File: config.mk
export PLATFORM = sky130hd
export DESIGN_NAME = universal_shift_reg
export DESIGN_NICKNAME = d
export VERILOG_FILES = /design/src/rtl/universal_shift_reg_pkg.sv /design/src/rtl/universal_shift_reg_shift_cell.sv /design/src/rtl/universal_shift_reg.sv
export SDC_FILE = /design/constraint.sdc
export NUM_CORES = 1
export LEC_CHECK = 0
export ABC_AREA = 1
export CAP_MARGIN = 20
export CORE_MARGIN = 10
export CORE_UTILIZATION = 50
export DETAILED_ROUTE_END_ITERATION = 7
export GPL_ROUTABILITY_DRIVEN = 1
export PLACE_DENSITY = 0.91
export SKIP_CTS_REPAIR_TIMING = 1
export SLEW_MARGIN = 5
export SYNTH_ARGS = -nofsm -noshare
export SYNTH_HDL_FRONTEND = slang
export SYNTH_SLANG_ARGS = --single-unit
File: constraint.sdc
create_clock -name clk -period 5.9 [get_ports clk]
set_clock_uncertainty 0.2 [all_clocks]
set_input_delay 0.885 -clock clk [delete_from_list [all_inputs] [get_ports clk]]
set_output_delay 0.885 -clock clk [all_outputs]
set_load 0.05 [all_outputs]
File: src/rtl/universal_shift_reg_pkg.sv
// Shared mode encoding for the universal shift register and its bit cells.
package universal_shift_reg_pkg;

    typedef logic [1:0] mode_t;

    localparam mode_t MODE_HOLD = 2'd0;
    localparam mode_t MODE_SHR  = 2'd1;
    localparam mode_t MODE_SHL  = 2'd2;
    localparam mode_t MODE_LOAD = 2'd3;

endpackage

File: src/rtl/universal_shift_reg_shift_cell.sv
// One register bit: 4:1 mode mux feeding a falling-edge flop with sync reset.
// Latency: q updates on the falling edge that samples the inputs.
// Backpressure: none, the cell acts on every falling edge.
module shift_cell
    import universal_shift_reg_pkg::*;
(
    input  logic  clk,
    input  logic  rst,
    input  mode_t mode,
    input  logic  right_in,
    input  logic  left_in,
    input  logic  load_in,
    output logic  nxt,
    output logic  q
);

    // right_in is the upper neighbour (shift right), left_in the lower one (shift left)
    always_comb begin
        nxt = q;
        case (mode)
            MODE_HOLD: nxt = q;
            MODE_SHR:  nxt = right_in;
            MODE_SHL:  nxt = left_in;
            MODE_LOAD: nxt = load_in;
            default:   nxt = q;
        endcase
    end

    always_ff @(negedge clk) begin
        if (rst) begin
            q <= 1'b0;
        end else begin
            q <= nxt;
        end
    end

endmodule

File: src/rtl/universal_shift_reg.sv
// Universal shift register with pattern match flag and saturating match counter.
// Latency: q, match, match_cnt, cnt_sat all reflect an edge's inputs right after that falling edge.
// Backpressure: none; every falling edge is acted on, the counter saturates instead of wrapping.
module universal_shift_reg
    import universal_shift_reg_pkg::*;
#(
    parameter int WIDTH = 8,
    parameter int CNT_W = 8
) (
    input  logic             clk,
    input  logic             rst,
    input  mode_t            mode,
    input  logic             sr_in,
    input  logic             sl_in,
    input  logic [WIDTH-1:0] d,
    input  logic [WIDTH-1:0] pattern,
    input  logic             cnt_clr,
    output logic [WIDTH-1:0] q,
    output logic             so_right,
    output logic             so_left,
    output logic             match,
    output logic [CNT_W-1:0] match_cnt,
    output logic             cnt_sat
);

    localparam logic [CNT_W-1:0] CNT_MAX = '1;

    logic [WIDTH-1:0] q_next;
    logic             hit;
    logic [CNT_W-1:0] cnt_next;

    for (genvar i = 0; i < WIDTH; i++) begin : g_cell
        logic right_src;
        logic left_src;

        if (i == WIDTH - 1) begin : g_top
            assign right_src = sr_in;
        end else begin : g_mid_r
            assign right_src = q[i+1];
        end

        if (i == 0) begin : g_bot
            assign left_src = sl_in;
        end else begin : g_mid_l
            assign left_src = q[i-1];
        end

        shift_cell u_cell (
            .clk      (clk),
            .rst      (rst),
            .mode     (mode),
            .right_in (right_src),
            .left_in  (left_src),
            .load_in  (d[i]),
            .nxt      (q_next[i]),
            .q        (q[i])
        );
    end

    assign so_right = q[0];
    assign so_left  = q[WIDTH-1];

    // Only shifts can produce a match event; hold and load never do.
    assign hit = ((mode == MODE_SHR) || (mode == MODE_SHL)) && (q_next == pattern);

    always_comb begin
        cnt_next = match_cnt;
        if (cnt_clr) begin
            cnt_next = '0;
        end else if (hit && (match_cnt != CNT_MAX)) begin
            cnt_next = match_cnt + 1'b1;
        end
    end

    always_ff @(negedge clk) begin
        if (rst) begin
            match     <= 1'b0;
            match_cnt <= '0;
            cnt_sat   <= 1'b0;
        end else begin
            match     <= hit;
            match_cnt <= cnt_next;
            cnt_sat   <= (cnt_next == CNT_MAX);
        end
    end

endmodule

After elaboration in Yosys (flattened, before gate mapping) --
Cells that the tools add are included.
Cells by class: equal/unequal tests 6, reduce and logical (&&, ||, !) cells 4, mux-type cells 10, add/sub/neg operators 1
Operator list (number):
- 1-bit one-hot mux with 4 select lines | 8
- 8-bit two-way mux | 2
- 8-bit by 1-bit adder with 8-bit output (second input constant) | 1
- 8-bit equality test | 1
- 8-bit equality test (second input constant) | 1
- 8-bit != test (second input constant) | 1
- 2-bit equality test (second input constant) | 2
- 2-bit by 1-bit equality test with 1-bit output (second input constant) | 1
- 1-bit logical AND | 2
- 2-bit zero test | 1
- 1-bit logical OR | 1
Word-level totals: word-level logic and storage cells 32, output and inout bits 20, flip-flop bits (word level) 18

Logic depth before layout (Yosys ltp) --
depth after elaboration 8, depth in mapped cells 19, depth with buffers taken out 18

Hierarchy --
A second synthesis with hierarchy kept.
Second synthesis, totals: cells, all modules 248, area total of the unflattened synthesis 1536.5 µm²
Modules (own cells, without submodules):
- universal_shift_reg | area an instance 875.8 µm², instances 1, sequential area each 200.2 µm², cells each 144
- shift_cell | area an instance 82.6 µm², instances 8, sequential area each 20.0 µm², cells each 13

==> metrics.txt <==
gpl congestion=0.883; port bufs=42; worst slew pin tran=0.510 ns; final wirelength=4.54 mm; crit-path cells=dlymetal6s2s_1 -> inv_2 -> ha_4 -> clkinv_4 -> or2_1 -> o21ai_1 -> nand2_1 -> nand2_2 -> nand3_2 -> nor2_4 -> nand3_4 -> nand2_1 -> nand3_1 -> nor2_1 -> nand2_1 -> nor2_1; PD cells=174 nW/um^2; Cells after Synth=228; share of the synthesized area in the top cell type=0.256; Sum Neg Setup Slack=0 ns; Iteration-0 DRC Markers=100; Layout area overhead=49.9%; area of the multi-input gates=918 um^2; family with the most delay on the worst path=simple AND/OR/NAND/NOR gates; status=finished clean; reg-to-reg critical path startpoint=match_cnt[0]; register area=360 um^2; Clock Latency Late Sink=0.38 ns; GRT overflow=0; Hold EP=match_cnt[7]; drt pass-1 iters=5; share of cells above drive strength 1=0.186; Final Util=0.777; final net count=330; routed length on met3=331 um; number of max-cap violations=0; hold path cells=4; CTS Buf Count=3; hold path start=match_cnt[7]; DR top layer=met4; Core Area=2710 um^2; RSZ-0062 raised after global routing=false; Setup CP Type=in -> reg; reg2reg path depth=13; WHS=0.435 ns; FF-to-FF End=cnt_sat; CP Max Fanout=14; Slew Limit Fails=0; Cell Rows=19; Filler cells=217; slowest stage cell on the critical path=or2_1; CP arrival=2.88 ns; CTS Root Buffer Type=clkbuf_4; most used cell, CP=nand2_1; R2R setup slack=3.67 ns; CTS Buffer Depth=2; Area contributors post-synth=dfxtp_1 (26%), nand2_1 (20%), nand3_1 (7.8%); Die H=73.0 um; Worst-path clk slew=0.05 ns; largest net degree at the start of global routing=15; post-route cell area=2110 um^2; DP Wirelength=3.27 mm; CP bufs+invs=3; clk sink count=18; final setup vio count=0; Area after DPL=1930 um^2; vias per cell=5.15; routed wl met2=2.22 mm; Die Area=5330 um^2; die width=73.0 um; relative max-transition margin=0.659; Netlist cell types=31; Hold Fails Final Rpt=0; Antenna Nets Post-Route=0; # IOs=43; Leakage=1.03 nW; vias in the first global route=1679; DR WL/cell=13.7 um; total power=0.367 mW; Initial Util=0.518; initial antenna violation count=0; Synth Cell Area=1410 um^2; DR vias=1710; crit path capture type=flop; CP peak stage delay=0.24 ns; all-layer global routing usage=0.158; peak supply drop=134 uV; critical path depth=16; CTS tree=built; # DRC=0; Worst Setup Start Kind=input pin; sequential share of the synthesized area=0.256; Worst Hold Class=reg -> reg; #FFs+latches synth=18; WL met1=1.94 mm; Yosys top cell by area=dfxtp_1; ANT cells=0; global-route wire length before repair=7.11 mm; CP Data Required Time=3.07 ns; synthesized area per cell=6.16 um^2; Mapped Nets=256; Synth warnings=0; H-tree levels=1
-- cell type report --
cell class | count | share of cell area
clock buffer | 3 | 0.0107
clock inverter | 19 | 0.0345
inverter | 24 | 0.0452
multi-input combinational | 172 | 0.436
sequential | 18 | 0.171
tap | 31 | 0.0184
timing repair buffer | 65 | 0.284
-- through the flow --
| step | cells | worst slack [ns] |
|---|---|---|
| 3_5_place_dp | 309 | -0.546 |
| 2_1_floorplan | 228 | 0.207 |
| 5_1_grt | 332 | 0.0203 |
| 4_1_cts | 330 | -0.166 |
| 3_3_place_gp | 309 | -0.459 |
| 6_report | 332 | 0.187 |
-- cells by family (layout without fill, tap and decap cells) --
group,count (synthesis),after routing,synth area share
and+or+nand+nor,153,153,0.503
buffers and inverters,38,111,0.130
DFF,18,18,0.256
AOI/OAI and AO/OA,10,10,0.0410
adders and majority gates,5,5,0.0445
xor gates and xnor gates,4,4,0.0249
-- power breakdown --
group          internal [mW]  total (mW)  switching, mW
clock network         0.0407       0.119         0.0788
registers              0.126       0.130        0.00437
logic                 0.0516       0.117         0.0651
total                  0.218       0.367          0.148
-- worst register-to-register path, cell delays in order (launching register included) --
cell and delay, ns:
dfxtp_1 0.38, ha_1 0.20, nand2_1 0.07, nor2_1 0.18, nand3_1 0.13, nor2_1 0.16, nand2_1 0.19, nand2_1 0.14
nor2_1 0.08, nand4_1 0.10, nand2_1 0.08, nor2_1 0.10, nand3_1 0.07, nor2_1 0.09
-- worst max-delay path by stage --
| stage | start | end | slack, ns |
|---|---|---|---|
| finish | mode[1] | cnt_sat | 0.19 |
| global route | mode[0] | cnt_sat | 0.02 |
| CTS | mode[0] | cnt_sat | -0.17 |
| detailed placement | mode[1] | cnt_sat | -0.55 |
| global placement | mode[0] | cnt_sat | -0.46 |
| floorplan | mode[0] | cnt_sat | 0.21 |
-- metal layers --
layer | up-vias | GRT usage
met2 | 59 | 0.266
met3 | 7 | 0.0599
li1 | 857 | -
met1 | 787 | 0.183
met4 | 0 | 0.0401
met5 | - | 0
-- cells in the mapped netlist --
master,instances
nor2_1,29
or2_0,1
ha_1,5
inv_2,1
buf_6,1
nand3_1,22
a21oi_1,4
nand2_4,1
nand3_4,1
nand2_2,3
o211ai_1,1
nand4_1,5
buf_4,8
nor2_2,3
or2_1,3
clkbuf_1,2
dfxtp_1,18
xnor2_1,1
xor2_1,3
nor2_4,2
inv_1,24
or2_2,1
o21ai_1,2
o22ai_1,1
o21ai_2,1
buf_2,2
nand3_2,2
nor3_1,5
o21ai_0,1
nand2_1,73
or2_4,2
-- sequential cells by signal (all words and copies together), names as in the netlist --
register	cells
g_cell.u_cell.q	8
cnt_sat	1
match_cnt	8
match	1
-- cell usage in the layout (no fill, tap or decap), drive strengths merged --
master	n
dfxtp	18
nand2	77
o22ai	1
nand3	25
or2	7
clkdlybuf4s50	40
nor2	34
xor2	3
inv	41
o21ai	4
buf	23
xnor2	1
a21oi	4
o211ai	1
clkinv	1
clkbuf	3
nand4	5
nor3	5
ha	5
dlymetal6s2s	2
clkinvlp	1
(Power assumes the default switching activity.)
